$ cat src/rtl/bram_rd_stream_if.sv
// Signal bundle between a read requester, the read-stream client and the RAM read port.
// The slave modport is the client's view; the master modport drives the client.
interface bram_rd_stream_if #(
  parameter int ADDR_WIDTH = 4,
  parameter int DATA_WIDTH = 8
);
  logic                  req_valid;
  logic                  req_ready;
  logic [ADDR_WIDTH-1:0] req_addr;
  logic                  rsp_valid;
  logic                  rsp_ready;
  logic [DATA_WIDTH-1:0] rsp_data;
  logic                  mem_rd_en;
  logic [ADDR_WIDTH-1:0] mem_rd_addr;
  logic [DATA_WIDTH-1:0] mem_rd_data;

  modport slave (
    input  req_valid, req_addr, rsp_ready, mem_rd_data,
    output req_ready, rsp_valid, rsp_data, mem_rd_en, mem_rd_addr
  );

  modport master (
    output req_valid, req_addr, rsp_ready, mem_rd_data,
    input  req_ready, rsp_valid, rsp_data, mem_rd_en, mem_rd_addr
  );
endinterface

$ cat src/rtl/bram_rd_stream.sv
// Read-side client for a RAM with a one-cycle registered read port: issues reads on
// request handshakes and returns the data in order through a 2-entry response buffer.
module bram_rd_stream #(
  parameter int ADDR_WIDTH = 4,
  parameter int DATA_WIDTH = 8
) (
  input logic            clk,
  input logic            rst_n,
  bram_rd_stream_if.slave bus
);
  logic                  acc_s;
  logic                  pop_s;
  logic                  req_ready_s;
  logic [2:0]            credit_s;
  logic                  pend_q;
  logic                  pend_d;
  logic [1:0]            occ_q;
  logic [1:0]            occ_d;
  logic [DATA_WIDTH-1:0] head_q;
  logic [DATA_WIDTH-1:0] head_d;
  logic [DATA_WIDTH-1:0] tail_q;
  logic [DATA_WIDTH-1:0] tail_d;

  // Credit: buffered + in-flight - leaving this cycle must leave room for one more read
  always_comb begin
    pop_s       = (occ_q != 2'd0) && bus.rsp_ready;
    credit_s    = {1'b0, occ_q} + {2'b00, pend_q} - {2'b00, pop_s};
    req_ready_s = rst_n && (credit_s < 3'd2);
    acc_s       = bus.req_valid && req_ready_s;
    pend_d      = acc_s;
  end

  assign bus.req_ready   = req_ready_s;
  assign bus.mem_rd_en   = acc_s;
  assign bus.mem_rd_addr = bus.req_addr;
  assign bus.rsp_valid   = (occ_q != 2'd0);
  assign bus.rsp_data    = head_q;

  // Response buffer next state; capture and pop in the same cycle shift tail into head
  always_comb begin
    occ_d  = occ_q;
    head_d = head_q;
    tail_d = tail_q;
    case ({pend_q, pop_s})
      2'b10: begin
        if (occ_q == 2'd0) begin
          head_d = bus.mem_rd_data;
          occ_d  = 2'd1;
        end else if (occ_q == 2'd1) begin
          tail_d = bus.mem_rd_data;
          occ_d  = 2'd2;
        end else begin
          occ_d  = occ_q;
        end
      end
      2'b01: begin
        head_d = tail_q;
        occ_d  = occ_q - 2'd1;
      end
      2'b11: begin
        if (occ_q == 2'd1) begin
          head_d = bus.mem_rd_data;
        end else begin
          head_d = tail_q;
          tail_d = bus.mem_rd_data;
        end
      end
      default: begin
        occ_d = occ_q;
      end
    endcase
  end

  // State registers
  always_ff @(posedge clk or negedge rst_n) begin
    if (!rst_n) begin
      pend_q <= 1'b0;
      occ_q  <= 2'd0;
      head_q <= '0;
      tail_q <= '0;
    end else begin
      pend_q <= pend_d;
      occ_q  <= occ_d;
      head_q <= head_d;
      tail_q <= tail_d;
    end
  end

  bram_rd_stream_chk u_chk (
    .clk         (clk),
    .rst_n       (rst_n),
    .occ_i       (occ_q),
    .pend_i      (pend_q),
    .req_ready_i (req_ready_s),
    .mem_rd_en_i (acc_s)
  );
endmodule

// Invariants of the response buffer and issue path.
module bram_rd_stream_chk (
  input logic       clk,
  input logic       rst_n,
  input logic [1:0] occ_i,
  input logic       pend_i,
  input logic       req_ready_i,
  input logic       mem_rd_en_i
);
  a_occ_max: assert property (@(posedge clk) disable iff (!rst_n) occ_i <= 2'd2);
  a_full_no_pend: assert property (@(posedge clk) disable iff (!rst_n) !(occ_i == 2'd2 && pend_i));
  a_en_needs_ready: assert property (@(posedge clk) disable iff (!rst_n) mem_rd_en_i |-> req_ready_i);
endmodule
$ cat src/flat_wrapper.sv
// flat-port wrapper written by rule: the top's interface ports become plain ports
module bram_rd_stream_flat 
#(
  parameter int ADDR_WIDTH = 4,
  parameter int DATA_WIDTH = 8
)
  (clk, rst_n, bus_req_valid, bus_req_addr, bus_rsp_ready, bus_mem_rd_data, bus_req_ready, bus_rsp_valid, bus_rsp_data, bus_mem_rd_en, bus_mem_rd_addr);
  bram_rd_stream_if #(.ADDR_WIDTH(ADDR_WIDTH), .DATA_WIDTH(DATA_WIDTH)) bus_i ();
  input logic clk;
  input logic rst_n;
  input wire logic [$bits(bus_i.req_valid)-1:0] bus_req_valid;
  input wire logic [$bits(bus_i.req_addr)-1:0] bus_req_addr;
  input wire logic [$bits(bus_i.rsp_ready)-1:0] bus_rsp_ready;
  input wire logic [$bits(bus_i.mem_rd_data)-1:0] bus_mem_rd_data;
  output wire logic [$bits(bus_i.req_ready)-1:0] bus_req_ready;
  output wire logic [$bits(bus_i.rsp_valid)-1:0] bus_rsp_valid;
  output wire logic [$bits(bus_i.rsp_data)-1:0] bus_rsp_data;
  output wire logic [$bits(bus_i.mem_rd_en)-1:0] bus_mem_rd_en;
  output wire logic [$bits(bus_i.mem_rd_addr)-1:0] bus_mem_rd_addr;
  assign bus_i.req_valid = bus_req_valid;
  assign bus_i.req_addr = bus_req_addr;
  assign bus_i.rsp_ready = bus_rsp_ready;
  assign bus_i.mem_rd_data = bus_mem_rd_data;
  assign bus_req_ready = bus_i.req_ready;
  assign bus_rsp_valid = bus_i.rsp_valid;
  assign bus_rsp_data = bus_i.rsp_data;
  assign bus_mem_rd_en = bus_i.mem_rd_en;
  assign bus_mem_rd_addr = bus_i.mem_rd_addr;
  bram_rd_stream #(.ADDR_WIDTH(ADDR_WIDTH), .DATA_WIDTH(DATA_WIDTH)) u_core (.clk(clk), .rst_n(rst_n), .bus(bus_i));
endmodule
$ cat config.mk
export PLATFORM = sky130hd
export DESIGN_NAME = bram_rd_stream_flat
export DESIGN_NICKNAME = d
export VERILOG_FILES = /design/src/rtl/bram_rd_stream_if.sv /design/src/rtl/bram_rd_stream.sv /design/src/flat_wrapper.sv
export SDC_FILE = /design/constraint.sdc
export NUM_CORES = 1
export LEC_CHECK = 0
export CAP_MARGIN = 20
export CORE_MARGIN = 2
export CORE_UTILIZATION = 35
export DETAILED_ROUTE_END_ITERATION = 8
export DONT_BUFFER_PORTS = 1
export GPL_ROUTABILITY_DRIVEN = 0
export PLACE_DENSITY = 0.59
export SETUP_SLACK_MARGIN = 0.02
export SYNTH_ARGS = -nofsm -noshare
export SYNTH_HDL_FRONTEND = slang
export SYNTH_SLANG_ARGS = --single-unit
$ cat constraint.sdc
create_clock -name clk -period 3.1 [get_ports clk]
set_input_delay 0.31 -clock clk [delete_from_list [all_inputs] [get_ports clk]]
set_output_delay 0.31 -clock clk [all_outputs]
set_load 0.02 [all_outputs]
==> results of run 1 <==
## power breakdown
part	switching [W]	internal [W]	leakage, nW
logic	0.000296	0.000306	0.310
registers	0.000158	0.000369	0.226
clock network	0.0000829	0.0000481	0.0177
total	0.000538	0.000724	0.554
## final cells by class
cell class              count  area share (%)
clock inverters             1           0.400
repair buffers              5            3.20
flip-flops and latches     19            38.1
multi-input cells          75            49.9
clock buffers               3            1.80
well taps                  46            4.60
inverters                   7            2.10
## flip-flops by register name, indices dropped and copies added, names as in the netlist
name                 flops
u_core.pend_q            1
u_core.tail_q            8
u_core.occ_q             2
u_core.bus.rsp_data      8
## per-layer routing
metal	global-route usage, %	share of wire, %	up-vias
met5	0	0	-
met4	6.67	1.1	0
met3	3.44	5.0	2
met2	22.4	50	11
met1	16.5	44	386
li1	-	-	383
## metrics by stage
stage               cells  hold WS [ns]  util, %
floorplan             109        0.0144        -
global placement      149        0.0149     36.4
detailed placement    149        0.0150     36.4
CTS                   154         0.136     37.6
global route          156         0.107     38.1
finish                156         0.146     38.1
## how the worst max path moves through the flow
| stage | start | endpoint | slack, ns | depth (start not counted) |
|---|---|---|---|---|
| final | u_core.occ_q[0] | bus_mem_rd_en | 0.18 | 9 |
| after global routing | u_core.occ_q[0] | bus_mem_rd_en | -0.004 | 9 |
| after CTS | u_core.occ_q[1] | bus_mem_rd_en | 0.09 | 9 |
| after detailed placement | u_core.occ_q[1] | bus_mem_rd_en | 0.43 | 9 |
| after global placement | u_core.occ_q[1] | bus_mem_rd_en | 0.51 | 9 |
| after floorplan | u_core.occ_q[1] | bus_mem_rd_en | 0.43 | 9 |
## timing repair
item | in CTS | in global routing
hold endpoints to repair | 19 | 0
buffers inserted | 0 | 2
hold buffers | 1 | 0
setup endpoints to repair | 0 | 2
resized for setup | 0 | 3
## worst max-delay path: stages, from the launching register on
cell	delay (ns)
sky130_fd_sc_hd__dfrtp_1	0.41
sky130_fd_sc_hd__inv_1	0.09
sky130_fd_sc_hd__ha_1	0.26
sky130_fd_sc_hd__nor2b_2	0.19
sky130_fd_sc_hd__ha_1	0.29
sky130_fd_sc_hd__nand2b_1	0.17
sky130_fd_sc_hd__fa_1	0.38
sky130_fd_sc_hd__xnor2_1	0.14
sky130_fd_sc_hd__and3_1	0.19
sky130_fd_sc_hd__and2_4	0.18
## cells in the final DEF, fill, tap and decap left out
master,instances
sky130_fd_sc_hd__nand2b_1,2
sky130_fd_sc_hd__a22oi_1,8
sky130_fd_sc_hd__a31oi_1,10
sky130_fd_sc_hd__a21oi_1,2
sky130_fd_sc_hd__nand2_1,9
sky130_fd_sc_hd__o21ai_4,2
sky130_fd_sc_hd__inv_2,2
sky130_fd_sc_hd__fa_1,1
sky130_fd_sc_hd__ha_1,6
sky130_fd_sc_hd__o22a_1,1
sky130_fd_sc_hd__inv_1,5
sky130_fd_sc_hd__nand3b_1,1
sky130_fd_sc_hd__xnor2_1,1
sky130_fd_sc_hd__and3_1,1
sky130_fd_sc_hd__nor2b_2,1
sky130_fd_sc_hd__dfrtp_1,18
sky130_fd_sc_hd__clkbuf_4,3
sky130_fd_sc_hd__clkinv_2,1
sky130_fd_sc_hd__and2_4,1
sky130_fd_sc_hd__mux2_2,8
sky130_fd_sc_hd__o22ai_1,1
sky130_fd_sc_hd__dfrtp_2,1
sky130_fd_sc_hd__dlygate4sd3_1,1
sky130_fd_sc_hd__buf_4,4
sky130_fd_sc_hd__nand2_4,1
sky130_fd_sc_hd__nor2_1,11
sky130_fd_sc_hd__mux2_4,8
## kinds of logic (layout without fill, tap and decap cells)
logic type,after synthesis,count (layout)
flip-flops,19,19
AND/OR/NAND/NOR,27,27
buffers and inverters,15,16
multiplexers,16,16
adder cells (fa/ha/maj),7,7
XOR/XNOR,1,1
AO/OA/AOI/OAI,24,24
==> run summary, run 1 <==
The number of H-tree levels is 1. The warning count from the yosys run came out at 0. The relative slew slack is 41.9%. The via count normalized by instance count came out at 5.01.

In the final layout, the multi-input gates occupy 624 um2. The die boundary height came out at 62.2 um. A synthesized cell averages 10.9 um2. sky130_fd_sc_hd__dfrtp_1 is the most common cell in the netlist.

The count of cells along the worst register-to-register path came out at 9. Once detail routing completed, the nets flagged for antenna violations numbered 0. STA classifies the critical path startpoint as a flop. The setup-violating endpoint count in the final report is 0. The global-route usage over all layers came out at 13.6%.

STA puts the critical path data required time at 2.79 ns. The initial standard-cell utilization of the core came out at 36.2%. The net count after synthesis came out at 132.

The first routing iteration left 42 violations. The final critical-path setup slack came out at 0.185 ns. The static power due to leakage came out at 0.554 nW. The mux cell area share after synthesis came out at 17.7%. The tightest min-delay check is of the input port to flop type. The endpoint identified for the worst register-to-register timing path is u_core.pend_q.

The tree is rooted in a sky130_fd_sc_hd__clkbuf_4. The flow ran to the end, and the final reports show no timing, DRC or antenna violations. The clock skew came out at 0.00181 ns. The register-to-register path setup slack came out at 0.70 ns.

After synthesis, the share of flip-flops with an asynchronous set or reset is 100%. CTS saw 19 sinks. The I/O pin count is 31. The setup path with the least slack is of type flop to primary output. The clock latency at the later pin of the worst-skew pair came out at 0.30 ns.

In the synthesized netlist, the cells that appear most often are 19 x sky130_fd_sc_hd__dfrtp_1, 11 x sky130_fd_sc_hd__nor2_1, 10 x sky130_fd_sc_hd__a31oi_1, 9 x sky130_fd_sc_hd__nand2_1. The synthesized design devotes to its leading area cell type 40.0% of total area. The power per unit of standard cell area came out at 1010 mW/mm2. The synthesized netlist devotes 10.7% of its cell area to simple gates. The number of max-slew violations in the final report is 0. The die is 62.2 um wide. The most used flip-flop cell after synthesis is sky130_fd_sc_hd__dfrtp_1. The total number of vias came out at 782. For this run, the register share of the synthesized area comes to 40.0%. sky130_fd_sc_hd__dfrtp_1 takes more of the synthesized area than any other cell. The number of buffers between clock root and the deepest sink is 2. The highest net fanout along the worst path is 4. The clock-pin slew on the worst setup and hold paths came out at 0.12 ns.

The synthesized design contains 19 register bits. The worst vdd rail ir drop came out at 174 uV. Prior to clock tree synthesis, the placed netlist has a worst setup slack of 0.432 ns. The final number of hold-violating endpoints came out at 0. The number of buffers added on ports came out at 0. The cell area after placement is 0.00120 mm2. The area used by sequential logic in the layout is 477 um2. By area, the combinational part of the netlist is dominated by multiplexers. The die area is 0.00387 mm2. The xor/xnor cell area share of the yosys netlist is 0.738%. Once detailed placement completed, the half-perimeter wirelength came to 1600 um. From synthesis to final layout, the design area changed by 5.48%. The overall power consumption is 0.00126 W.

The count of max-cap constraint violations is 0. The top achievable clock speed came out at 343 MHz. The launch instance of the worst register-to-register path is u_core.occ_q[0]. The total clock buffers created by CTS is 3.

The count of filler cells inserted in the layout came out at 318. The number of distinct library cell variants in the gate-level netlist after synthesis came out at 25. The fraction of the mapped netlist area in compound gates came out at 15.2%. The worst hold path begins at bus_mem_rd_data[0]. Ranked by total cell area, the synthesized netlist is headed by sky130_fd_sc_hd__dfrtp_1 40%, sky130_fd_sc_hd__mux2_4 10%, sky130_fd_sc_hd__mux2_2 7.6%.

The adder-cell area share of the yosys netlist is 8.01%. Dividing the detail-routed wire length by the instance count gives 15.3 um. The final instance area came out at 0.00125 mm2. The total overflow left after global routing is 0. The number of antenna violations at the first check in global routing came out at 0. The area of the placeable core came out at 0.00328 mm2. The total routed wirelength is 2390 um. The DRC violation count after routing came out at 0. The maximum number of pins on one net before global-route repair is 20.

The data arrival time at the worst-slack endpoint came out at 2.61 ns. The cell area after synthesis is 0.00119 mm2. The capturing element type of the critical path is a primary output. The number of global-route vias before repair is 832. TritonCTS built the clock tree. The cell count of the worst hold path is 1.

The number of nets in the layout came out at 134. The path with the worst hold slack has its endpoint at u_core.tail_q[0]. The final antenna diode count came out at 0. The period utilization came out at 94.0%.

The layout cell share with drive strength beyond 1 came out at 29.1%. The first-pass GRT wire length is 4130 um. Before antenna repair, the detailed router went through 4 iterations.

For the final routed database, the setup TNS stands at 0 ns. The transition at the pin with the smallest max-transition slack came out at 0.869 ns. The number of rows created at floorplan came out at 21. Counting flops with a built-in enable in the synthesized netlist gives 0. The minimum clock period after layout is 2.92 ns.

The post-synthesis cell count is 109.
(Power assumes the default switching activity.)
==> run 2, diff against run 1 <==
Settings changed: SETUP_SLACK_MARGIN 0.02 to not set.
==> run 2 against run 1 <==
Net effect:
- clock skew unchanged
- core utilization hardly changed
- setup slack lost 0.044 ns
- final cell count unchanged
==> run summary, run 2 (synthesis gave the netlist of run 1 again) <==
The flow ran to the end, and the final reports show no timing, DRC or antenna violations. The total routed wirelength came out at 2390 um. The critical path goes through inv_1 > ha_1 > nor2b_2 > ha_1 > nand2b_1 > fa_1 > xnor2_1 > and3_1 > and2_2. The data arrival time at the worst-slack endpoint came out at 2.65 ns. The cell area after placement is 0.00120 mm2.

The clock-pin slew on the worst setup and hold paths came out at 0.12 ns. From bottom edge to top edge, the die measures 62.2 um. The power per unit of standard cell area is 1010 mW/mm2.

The die extent in x is 62.2 um. The DRC violation count after routing came out at 0. The total clock buffers created by CTS is 3. The net switching fraction of the power came out at 42.7%.

The sum of overflow across all layers after global routing is 0. The worst stage delay on the critical path is 0.41 ns. By instance count, the cell type seen most on the critical path is sky130_fd_sc_hd__ha_1. In this run, the number of DRC markers left after iteration 0 of detailed routing was 42. The final instance area came out at 0.00125 mm2.

The clock sink total came out at 19. The post-place setup slack is 0.432 ns. At the worst endpoint, the required time is 2.79 ns. The final-layout setup total negative slack came out at 0 ns.

The global-route usage over all layers came out at 13.6%. The initialized floorplan defines 21 standard-cell rows. The number of buffers between clock root and the deepest sink came out at 2.

The cell with the largest stage delay on the worst path is sky130_fd_sc_hd__dfrtp_1. The number of global-route vias before repair is 832. The top achievable clock speed is 338 MHz. The layout cell share with drive strength beyond 1 is 29.1%. In the layout the commonest cells are 18 x sky130_fd_sc_hd__dfrtp_1, 11 x sky130_fd_sc_hd__nor2_1, 10 x sky130_fd_sc_hd__a31oi_1. The net switching power came out at 0.000537 W.

The sequential share of power is 41.9%. The minimum clock period after layout is 2.96 ns. The setup-violating endpoint count in the final report came out at 0. The detailed placement HPWL came out at 1600 um. Detailed routing inserted a total of 782 vias.

The I/O pin count came out at 31. The overall power consumption came out at 0.00126 W. The worst setup path is captured at a primary output.

The worst hold path class is input port to flop. The die covers 0.00387 mm2. The average detailed-routed wire length per instance came out at 15.3 um. CTS built an H-tree with a depth of 1.

The worst vdd rail ir drop is 174 uV. The kind of start point of the critical path is a flop. The initial standard-cell utilization of the core came out at 36.2%.

The number of buffers added on ports is 0. At the pin with the least slew margin, the transition time is 0.869 ns. The final antenna diode count is 0. The count of max-cap constraint violations is 0. TritonCTS built the clock tree.

The relative slew slack came out at 41.9%. The highest net fanout along the worst path came out at 4. The via count normalized by instance count came out at 5.01.

The cell-internal power is 0.000721 W. The number of antenna violations at the first check in global routing came out at 0. The number of antenna-violating nets in the routed design is 0. For this run, the post-layout net count is 134. The number of search-and-repair iterations in the first detailed-routing pass came out at 4. The final number of hold-violating endpoints came out at 0. The clock latency at the later pin of the worst-skew pair came out at 0.30 ns. The library cell used most frequently in the layout, excluding fill and tap cells, is sky130_fd_sc_hd__dfrtp_1. Compared with the post-synthesis result, the final layout area differs by 5.37%. Once routing completed, OpenROAD measured the worst setup slack at 0.141 ns. The register-to-register path setup slack is 0.64 ns.

The critical path start-end classification is flop to primary output. The period utilization came out at 95.5%. The clock skew came out at 0.00181 ns. The maximum number of pins on one net before global-route repair is 20. The clock network power share is 10.4%. The number of max-slew violations in the final report is 0. Clock tree synthesis selected as its root buffer the cell sky130_fd_sc_hd__clkbuf_4. The fraction of power consumed by combinational cells came out at 47.7%. The area of the placeable core came out at 0.00328 mm2. The first-pass GRT wire length came out at 4130 um. Summed over all cells, the static leakage comes to 0.553 nW.
[run 2: cell counts in the layout (fill, tap and decap cells not counted)]
Identical to the previous run, type by type.
[run 2: metrics by stage]
stage                     hold WS [ns]  utilization (%)  std cells
final                            0.146             38.1        156
after global routing             0.107             38.1        156
after CTS                        0.136             37.6        154
after detailed placement        0.0150             36.4        149
after global placement          0.0149             36.4        149
after floorplan                 0.0144                -        109
[run 2: area by class of cell]
type | count | area, um2
clock buffer | 3 | 22.5
clock inverter | 1 | 5.00
fill | 319 | 2030
inverter | 7 | 26.3
multi-input combinational | 75 | 623
sequential | 19 | 477
tap | 46 | 57.6
timing repair buffer | 5 | 40.0
[run 2: worst paths after layout]
path | startpoint | end | cells after the start
min in group asynchronous | rst_n | u_core.occ_q[0] | 1
min | bus_mem_rd_data[0] | u_core.tail_q[0] | 1
max reg2reg | u_core.occ_q[0] | u_core.pend_q | 9
min reg2reg | u_core.tail_q[6] | u_core.tail_q[6] | 1
max | u_core.occ_q[0] | bus_mem_rd_en | 9
max in group asynchronous | rst_n | u_core.occ_q[1] | 1
[run 2: timing repair]
action	in CTS	in global routing
hold endpoints to repair	19	0
hold buffers	1	0
endpoints found under the setup margin	0	1
resized for setup	0	2
setup buffers	0	2
[run 2: metal layers]
layer | GRT usage, % | wire [um] | vias up
met5 | 0 | 0 | -
met4 | 6.67 | 27 | 0
met3 | 3.44 | 120 | 2
met2 | 22.4 | 1190 | 11
met1 | 16.5 | 1050 | 386
li1 | - | - | 383
[run 2: power groups by stage]
stage / Clock (W) / Sequential, W / Combinational (W)
2_1_floorplan: 0 / 0.000509 / 0.000498
3_3_place_gp: 0 / 0.000528 / 0.000554
3_5_place_dp: 0 / 0.000536 / 0.000569
4_1_cts: 0.000136 / 0.000532 / 0.000577
5_1_grt: 0.000154 / 0.000547 / 0.000669
6_report: 0.000131 / 0.000528 / 0.000600
[run 2: critical path, delay by kind of cell (launching register included)]
kind | cells | cell delay, ns
adders and majority gates | 3 | 0.93
buffers and inverters | 1 | 0.09
DFF | 1 | 0.41
and+or+nand+nor | 4 | 0.78
xor gates and xnor gates | 1 | 0.13
==> run 3, diff against run 2 <==
Settings changed: CTS_BUF_LIST set to sky130_fd_sc_hd__clkbuf_16.
==> run 3 against run 2 <==
Net effect:
- core utilization is 1.1 points higher
- register-to-register slack worse by 0.02 ns
- combinational power is 4.0% lower
- die area stayed put
- critical path depth stayed put
- sequential share of layout area is 1.2 points lower
- sequential cell count stayed put
- via count is 1.3% lower
- first-iteration DRC count is 12% lower
- worst hold slack better by 0.058 ns
- cell area is 2.9% higher
- power is 9.3% higher
- largest cell class unchanged
- largest power group unchanged
==> run summary, run 3 (synthesis gave the netlist of run 1 again) <==
The number of H-tree levels is 1. The worst setup path is launched from a flop. The number of nets in the layout is 132. The number of design-rule violations left by the first detailed-router iteration came out at 37. The relative slew slack came out at 42.3%. The total routed wirelength came out at 2360 um. The cell with the largest stage delay on the worst path is sky130_fd_sc_hd__dfrtp_1. The count of filler cells inserted in the layout came out at 315. The transition at the pin with the smallest max-transition slack is 0.863 ns. The count of buffer and inverter cells on the critical path came out at 1. The clock-pin slew on the worst setup and hold paths came out at 0.06 ns. The DRC violation count after routing came out at 0.

The number of max-slew violations in the final report came to 0. The initial standard-cell utilization of the core is 36.2%. In this run the critical register-to-register path is launched from u_core.occ_q[1]. The minimum clock period after layout is 2.91 ns. The critical path is of the flop to primary output type. The number of buffers between clock root and the deepest sink came out at 2. The setup check on the worst reg-to-reg path leaves a slack of 0.62 ns.

The final critical-path setup slack is 0.191 ns. The number of buffers added on ports came out at 0. The signal on the critical path passes through inv_1 > ha_1 > nor2b_2 > ha_1 > nand2b_1 > fa_1 > xnor2_1 > and3_1 > and2_2. The master cell of the clock root buffer is sky130_fd_sc_hd__clkbuf_16.

In this design, the critical path's most frequently occurring cell is sky130_fd_sc_hd__ha_1. On the final layout, the worst clock skew is 0.00298 ns. Counting instances, the worst hold path has a depth of 1. At the end of the flow the core is filled with cells to 39.2%. The clock latency at the later pin of the worst-skew pair is 0.25 ns.

After legalization and detailed placement, the total HPWL measured 1600 um. Data on the critical path is required at its endpoint by 2.79 ns. The count of max-cap constraint violations is 0. The die extent in x is 62.2 um. The top cell types in the final layout, fill and taps aside, are 19 x sky130_fd_sc_hd__dfrtp_1, 11 x sky130_fd_sc_hd__nor2_1, 10 x sky130_fd_sc_hd__a31oi_1.

Data on the critical path arrives at its endpoint at 2.60 ns. The final-layout setup total negative slack came out at 0 ns. The endpoint with the worst hold slack is u_core.tail_q[0]. The number of rows created at floorplan came out at 21.

Relative to the synthesized area, the layout overhead comes to 8.43%. The worst vdd rail ir drop is 264 uV. The maximum number of pins on one net before global-route repair came out at 20. The final antenna diode count is 0. The first detailed-routing pass took 4 iterations. The run finished with clean final reports. The number of standard cells in the layout, taps in and fillers out is 154. Leaving out fill and tap cells, the most frequent cell in the layout is sky130_fd_sc_hd__dfrtp_1.

The number of global-route vias before repair was 836. The cell-internal power is 0.000833 W. Counting every sink on the clock net gives 19.

After layout, the worst path uses 93.8% of the clock period. The layout cell share with drive strength beyond 1 came out at 26.9%. The net switching power is 0.000542 W. The via count normalized by instance count is 5.01. The dominant delay contributor by cell family on the critical path is adder cells. In this design, the stage delay of the slowest critical-path cell is 0.42 ns.

From bottom edge to top edge, the die measures 62.2 um. Setup violations remaining at the end of the flow were counted as 0. Along the worst path, the maximum fanout reaches 4.

The first-pass GRT wire length is 4180 um. The total clock buffers created by CTS came out at 3. The startpoint identified for the worst hold timing path is bus_mem_rd_data[0].

The global-route usage over all layers is 13.7%. The top achievable clock speed is 344 MHz. The area used by sequential logic in the layout came out at 475 um2. The die covers 0.00387 mm2.

The post-place setup slack came out at 0.432 ns. The area of the multi-input gates came out at 623 um2. The sequential share of power came out at 38.7%. The clock tree from TritonCTS is done. Detailed routing inserted a total of 772 vias. For this design the ratio of total power to cell area is 1070 mW/mm2.

The final number of hold-violating endpoints came out at 0. Combinational logic burns 41.9% of the power. The analysis attributes to cell leakage a power of 0.567 nW. Setup repair after global routing left no endpoint under its margin. The cell total after placement came out at 149. After floorplanning, the core was sized to cover 0.00328 mm2. The average detailed-routed wire length per instance is 15.3 um. The capturing element type of the critical path is a primary output.

The net switching fraction of the power is 39.4%. In this run the critical register-to-register path is captured at u_core.pend_q. The count of cells along the worst register-to-register path is 9. The sum of overflow across all layers after global routing is 0. Once detail routing completed, the nets flagged for antenna violations numbered 0.

The number of antenna violations at the first check in global routing is 0. The I/O pin count came out at 31. The clock network power share is 19.4%. The worst hold path class is input port to flop.
==> run 3: layout make-up <==
cell class,instances,share of cell area (%)
clock buffer,3,5.83
clock inverter,1,0.389
inverter,7,2.04
multi-input combinational,75,48.4
sequential,19,36.9
tap,46,4.47
timing repair buffer,3,1.94
==> run 3: per-layer routing <==
| layer | track usage (%) | vias up | routed length (um) |
|---|---|---|---|
| met2 | 23.1 | 17 | 1160 |
| met4 | 5.83 | 0 | 27 |
| met3 | 3.44 | 2 | 129 |
| li1 | - | 377 | - |
| met1 | 16.6 | 376 | 1040 |
| met5 | 0 | - | 0 |
==> run 3: power by group through the flow <==
stage | sequential [W] | combinational, W | clock [W]
after floorplan | 0.000509 | 0.000498 | 0
after global placement | 0.000528 | 0.000554 | 0
after detailed placement | 0.000536 | 0.000569 | 0
after CTS | 0.000534 | 0.000578 | 0.000272
after global routing | 0.000553 | 0.000645 | 0.000290
final | 0.000533 | 0.000576 | 0.000266
==> run 3: worst max path at each step <==
stage	cells past startpoint	endpoint	start
floorplan	9	bus_mem_rd_en	u_core.occ_q[1]
global placement	9	bus_mem_rd_en	u_core.occ_q[1]
detailed placement	9	bus_mem_rd_en	u_core.occ_q[1]
CTS	9	bus_mem_rd_en	u_core.occ_q[1]
global route	9	bus_mem_rd_en	u_core.occ_q[1]
finish	9	bus_mem_rd_en	u_core.occ_q[1]
==> run 3: repair_timing <==
action / CTS / global route
setup buffers: 0 / 0
gates resized for setup: 0 / 1
endpoints found under the setup margin: 0 / 1
hold buffers: 1 / 0
hold endpoints to repair: 19 / 0
==> run 3: per-stage QoR <==
stage	cell area [um2]	power, W	hold WS (ns)
6_report	1290	0.00137	0.204
5_1_grt	1290	0.00149	0.197
4_1_cts	1290	0.00138	0.201
3_5_place_dp	1200	0.00111	0.0150
3_3_place_gp	1200	0.00108	0.0149
2_1_floorplan	1190	0.00101	0.0144
==> edit 1, RTL diff (config.mk and constraints of run 1) <==
`ADDR_WIDTH` is set to 4 in 3 places; all go to 5.
--- a/src/rtl/bram_rd_stream_if.sv
+++ b/src/rtl/bram_rd_stream_if.sv
@@ -3,3 +3,3 @@
 interface bram_rd_stream_if #(
-  parameter int ADDR_WIDTH = 4,
+  parameter int ADDR_WIDTH = 5,
   parameter int DATA_WIDTH = 8
--- a/src/rtl/bram_rd_stream.sv
+++ b/src/rtl/bram_rd_stream.sv
@@ -3,3 +3,3 @@
 module bram_rd_stream #(
-  parameter int ADDR_WIDTH = 4,
+  parameter int ADDR_WIDTH = 5,
   parameter int DATA_WIDTH = 8
--- a/src/flat_wrapper.sv
+++ b/src/flat_wrapper.sv
@@ -3,3 +3,3 @@
 #(
-  parameter int ADDR_WIDTH = 4,
+  parameter int ADDR_WIDTH = 5,
   parameter int DATA_WIDTH = 8
Interface: changed (resized bus_mem_rd_addr and bus_req_addr); port bits go from 31 to 33. The function was not compared with the original's and may differ.
==> edit 1 against run 1 <==
Area after synthesis increased by 0.63%; worst setup slack got worse by 47 ps; fmax decreased by 1.6%; power increased by 0.36%; critical path depth unchanged; cell area increased by 0.20%; wire length increased by 6.3%; final cell count unchanged; sequential cell count unchanged; sequential power increased by 0.8%; die area increased by 0.60%.
==> edit 1: results (changes against run 1) <==
* Post-synth top flop: dfrtp_1
* Area post-placement at 1200 µm² (unchanged)
* GRT Total Usage at 0.139 (+0.00327)
* YS warnings at 0 (unchanged)
* Largest net degree at the start of global routing at 20 (unchanged)
* IO buf count at 0 (unchanged)
* Hold WC Path Type: in2reg
* First-pass GRT wire length at 4300 µm (+4.2%)
* CTS buffer count at 3 (unchanged)
* Total Wirelength at 2540 µm (+6.3%)
* Setup TNS at 0 ps (unchanged)
* Vias in the first global route at 899 (+8.1%)
* TritonRoute pass-1 iters at 4 (unchanged)
* Tightest Pin Transition at 897 ps (+27.8 ps)
* Part of the Yosys area used for sequential elements at 0.398 (-0.00252)
* Skew final at 6.49 ps (+4.68 ps)
* Initial antenna violation count at 0 (unchanged)
* R2r setup slk at 630 ps (-70 ps)
* Asr flop ratio synth at 1.00 (unchanged)
* RR Startpoint: u_core.occ_q[0]
* Post-synthesis mux area share at 0.176 (-0.00111)
* Worst-path clk slew at 120 ps (about the same)
* Met3 GRT Util at 0.0432 (+0.00882)
* Worst Hold Depth at 1 (unchanged)
* FF-to-FF path depth at 9 (unchanged)
* Grt met1 use at 0.161 (-0.00346)
* Peak supply drop at 0.223 mV (+28%)
* Clk_lat worst skew at 300 ps (about the same)
* Compound-Gate Fraction of Synth Area at 0.151 (-0.000953)
* Clock buffer depth at 2 (unchanged)
* Worst r2r dst: u_core.pend_q
* XOR/XNOR Fraction of Synth Area at 0.00733 (-0.0000463)
* Fillers at 334 (+5.0%)
* Root buf cell: clkbuf_4
* Ant. Diodes at 0 (unchanged)
* Most area-consuming cells after synthesis: dfrtp_1 40%, mux2_4 10%, mux2_2 7.5%
* Iteration-0 DRC count of the detailed router at 22 (-48%)
* Post-DP HPWL at 1720 µm (+7.8%)
* Unique masters post-synth at 25 (unchanged)
* Adder and majority gate portion of the synthesized area at 0.0796 (-0.000503)
* Top cells by instance count after synthesis: 19 x dfrtp_1, 11 x nor2_1, 10 x a31oi_1, 9 x nand2_1
* Nets@finish at 135 (+0.75%)
* Met2 Usage GRT at 0.230 (+0.00565)
* P_leak at 0.558 nW (+0.79%)
* Fraction of layout cells with a size suffix above 1 at 0.282 (-0.00909)
* Crit Path Max Fanout at 4 (unchanged)
* H-tree depth at 1 (unchanged)
* CP Data Arrival Time at 2650 ps (+40 ps)
* Hold endpoint: u_core.tail_q[7]
* Worst Hold Launch: bus_mem_rd_data[7]
* GRT overflow at 0 (unchanged)
* Post-Syn Nets at 134 (+1.5%)
* Outcome: completed
* Mean number of vias per cell at 5.20 (+3.7%)
-- edit 1: cell counts in the layout (fill, tap and decap cells not counted) --
No cell type changed its count.
-- edit 1: cell type report --
class / instances / area (µm²) / area share
Tap cell: 46 / 57.6 / 0.0459
Sequential cell: 19 / 475 / 0.379
Clock inverter: 1 / 5.00 / 0.00399
Inverter: 7 / 26.3 / 0.0209
Timing Repair Buffer: 5 / 40.0 / 0.0319
Multi-Input combinational cell: 75 / 628 / 0.500
Clock buffer: 3 / 22.5 / 0.0179
-- edit 1: metrics by stage --
stage	setup WS, ps	total power, mW	util	hold slack, ps	instances
detailed placement	429	1.11	0.361	14.9	149
finish	137	1.27	0.379	144	156
global route	16.6	1.37	0.379	121	156
floorplan	429	1.01	-	14.4	110
CTS	85.8	1.25	0.373	144	154
global placement	512	1.08	0.361	14.9	149
-- edit 1: timing repair --
| item | in CTS | in global routing |
|---|---|---|
| hold buffers | 1 | 0 |
| setup endpoints to repair | 0 | 1 |
| setup buffers | 0 | 2 |
| resized for setup | 0 | 2 |
| endpoints found under the hold margin | 19 | 0 |
-- edit 1: power by group --
part	switching [mW]	internal, mW
logic	0.297	0.306
registers	0.164	0.368
clock network	0.0836	0.0480
total	0.544	0.722
-- edit 1: worst max-delay path by stage --
stage,slack (ps),endpoint,cells after the start,startpoint
finish,140,bus_mem_rd_en,9,u_core.occ_q[0]
global placement,510,bus_mem_rd_en,9,u_core.occ_q[1]
CTS,90,bus_mem_rd_en,9,u_core.occ_q[1]
detailed placement,430,bus_mem_rd_en,9,u_core.occ_q[1]
floorplan,430,bus_mem_rd_en,9,u_core.occ_q[1]
global route,20,bus_mem_rd_en,9,u_core.occ_q[0]
-- edit 1: kinds of logic after synthesis --
kind of cell,count (synthesis)
simple gates,27
compound gates,24
flops,19
buf+inv,16
mux,16
fa+ha+maj,7
xor+xnor,1
-- edit 1: critical path: stages (launching register included) --
cell	delay, ps
dfrtp_1	430
inv_1	100
ha_1	280
nor2b_4	160
ha_1	280
nand2b_1	170
fa_1	380
xnor2_1	130
and3_1	180
and2_2	240
-- edit 1: routing by layer --
metal | vias to the layer above | routed length (µm)
li1 | 383 | -
met1 | 404 | 1040
met2 | 20 | 1290
met3 | 4 | 174
met4 | 0 | 37
met5 | - | 0
==> edit 2, RTL diff (config.mk and constraints of run 1) <==
Without the edit above. Make the reset (`rst_n`) synchronous in one clocked block.
--- a/src/rtl/bram_rd_stream.sv
+++ b/src/rtl/bram_rd_stream.sv
@@ -74,3 +74,3 @@
   // State registers
-  always_ff @(posedge clk or negedge rst_n) begin
+  always_ff @(posedge clk) begin
     if (!rst_n) begin
Formal check against the unedited RTL: differs if rst_n is asserted again (counterexample within 4 cycles, from zero or initial values and one cycle with rst_n low); with rst_n held inactive, the same outputs for 10 cycles.
==> edit 2 against run 1 <==
Sequential cell count unchanged; power down 20%; worst setup slack gained 23 ps; wire length down 8.8%; cell area down 14%; area after synthesis fell by 11%; die area decreased by 9.9%; largest power group unchanged; highest routed layer unchanged.
==> edit 2: results (changes against run 1) <==
* Outcome: completed
* Post-DP HPWL at 1560 µm (-2.2%)
* First-pass GRT wire length at 3740 µm (-9.4%)
* Fraction of layout cells with a size suffix above 1 at 0.0672 (-0.224)
* Post-Syn Nets at 149 (+13%)
* Routed via count at 842 (+7.7%)
* Most area-consuming cells after synthesis: dfxtp_1 36%, o21ai_0 9.0%, mux2i_1 7.5%
* Skew final at 2.10 ps (+0.294 ps)
* Sw Ratio at 0.457 (+0.0308)
* Vias in the first global route at 862 (+3.6%)
* Post-synth top flop: dfxtp_1
* Crit Path Max Fanout at 7 (+3)
* CP Data Arrival Time at 2580 ps (-30 ps)
* P_leak at 0.467 nW (-16%)
* Part of the Yosys area used for sequential elements at 0.358 (-0.0424)
* Nets@finish at 143 (+6.7%)
* Peak supply drop at 0.379 mV (+120%)
* Fillers at 281 (-12%)
* Largest net degree at the start of global routing at 28 (+40%)
* Top cells by instance count after synthesis: 19 x dfxtp_1, 19 x o21ai_0, 16 x nand2_1, 9 x a31oi_1, 9 x nand3_1
* Iteration-0 DRC count of the detailed router at 43 (+2.4%)
* Tightest Pin Transition at 660 ps (-209 ps)
* Asr flop ratio synth at 0 (-1.00)
* Syn Area/Cell at 8.43 µm² (-23%)
* GRT Total Usage at 0.139 (+0.00353)
* Total Wirelength at 2180 µm (-8.8%)
* Unique masters post-synth at 26 (+4.0%)
edit 2: cell types whose count changed after synthesis, sizes merged, moves of 9 or more:
| cell | run 1 | this run |
|---|---|---|
| dfxtp | 0 | 19 |
| nand3 | 0 | 9 |
| nor2 | 11 | 1 |
| dfrtp | 19 | 0 |
| mux2 | 16 | 1 |
| o21ai | 2 | 19 |
edit 2: layout make-up:
type / count / share of cell area
sequential: 19 / 0.354
tap: 31 / 0.0360
timing repair buffer: 1 / 0.00696
clock buffer: 4 / 0.0244
inverter: 6 / 0.0209
multi-input combinational: 89 / 0.558
edit 2: layer usage:
layer / GRT usage / vias up / share of wire
li1: - / 416 / -
met1: 0.165 / 397 / 0.46
met2: 0.237 / 25 / 0.47
met3: 0.0502 / 4 / 0.068
met4: 0.0390 / 0 / 0.0078
met5: 0 / - / 0
edit 2: power groups by stage:
stage                     clock network [mW]  registers, mW  logic (mW)
after floorplan                            0          0.427       0.366
after detailed placement                   0          0.442       0.433
after global placement                     0          0.439       0.424
after CTS                              0.133          0.436       0.436
after global routing                   0.141          0.447       0.502
final                                  0.126          0.435       0.443
edit 2: path summary, 6_finish.rpt:
kind	start	end	slack (ps)	depth (start not counted)
setup / recovery	u_core.occ_q[1]	bus_mem_rd_en	210	9
hold / removal	rst_n	u_core.occ_q[0]	110	2
setup reg to reg	u_core.occ_q[1]	u_core.pend_q	650	10
hold reg to reg	u_core.tail_q[3]	u_core.tail_q[3]	460	2
edit 2: critical path, cell delays in order, from the launching register on:
cell,delay (ps)
dfxtp_1,400
inv_1,90
ha_1,290
nor2b_4,170
ha_1,240
nand2b_1,160
fa_1,380
xnor2_1,140
and3_1,180
and2_1,240
edit 2: cell families after synthesis:
group | share of synthesized area
flip-flops | 0.358
XOR/XNOR | 0.00825
multiplexers | 0.0860
adder cells (fa/ha/maj) | 0.0895
AND/OR/NAND/NOR | 0.200
AO/OA/AOI/OAI | 0.175
buffers and inverters | 0.0824
edit 2: stage by stage:
stage	hold slack, ps	std cells	setup WS [ps]	power, mW	instance area (µm²)
2_1_floorplan	432	126	412	0.793	1060
3_3_place_gp	427	146	478	0.864	1040
3_5_place_dp	432	146	387	0.875	1040
4_1_cts	105	150	41.5	1.01	1070
5_1_grt	97.7	150	34.0	1.09	1080
6_report	108	150	208	1.00	1080
edit 2: what timing repair did:
action | in CTS | in global routing
endpoints found under the setup margin | 0 | 2
hold buffers | 0 | 0
gates resized for setup | 0 | 3
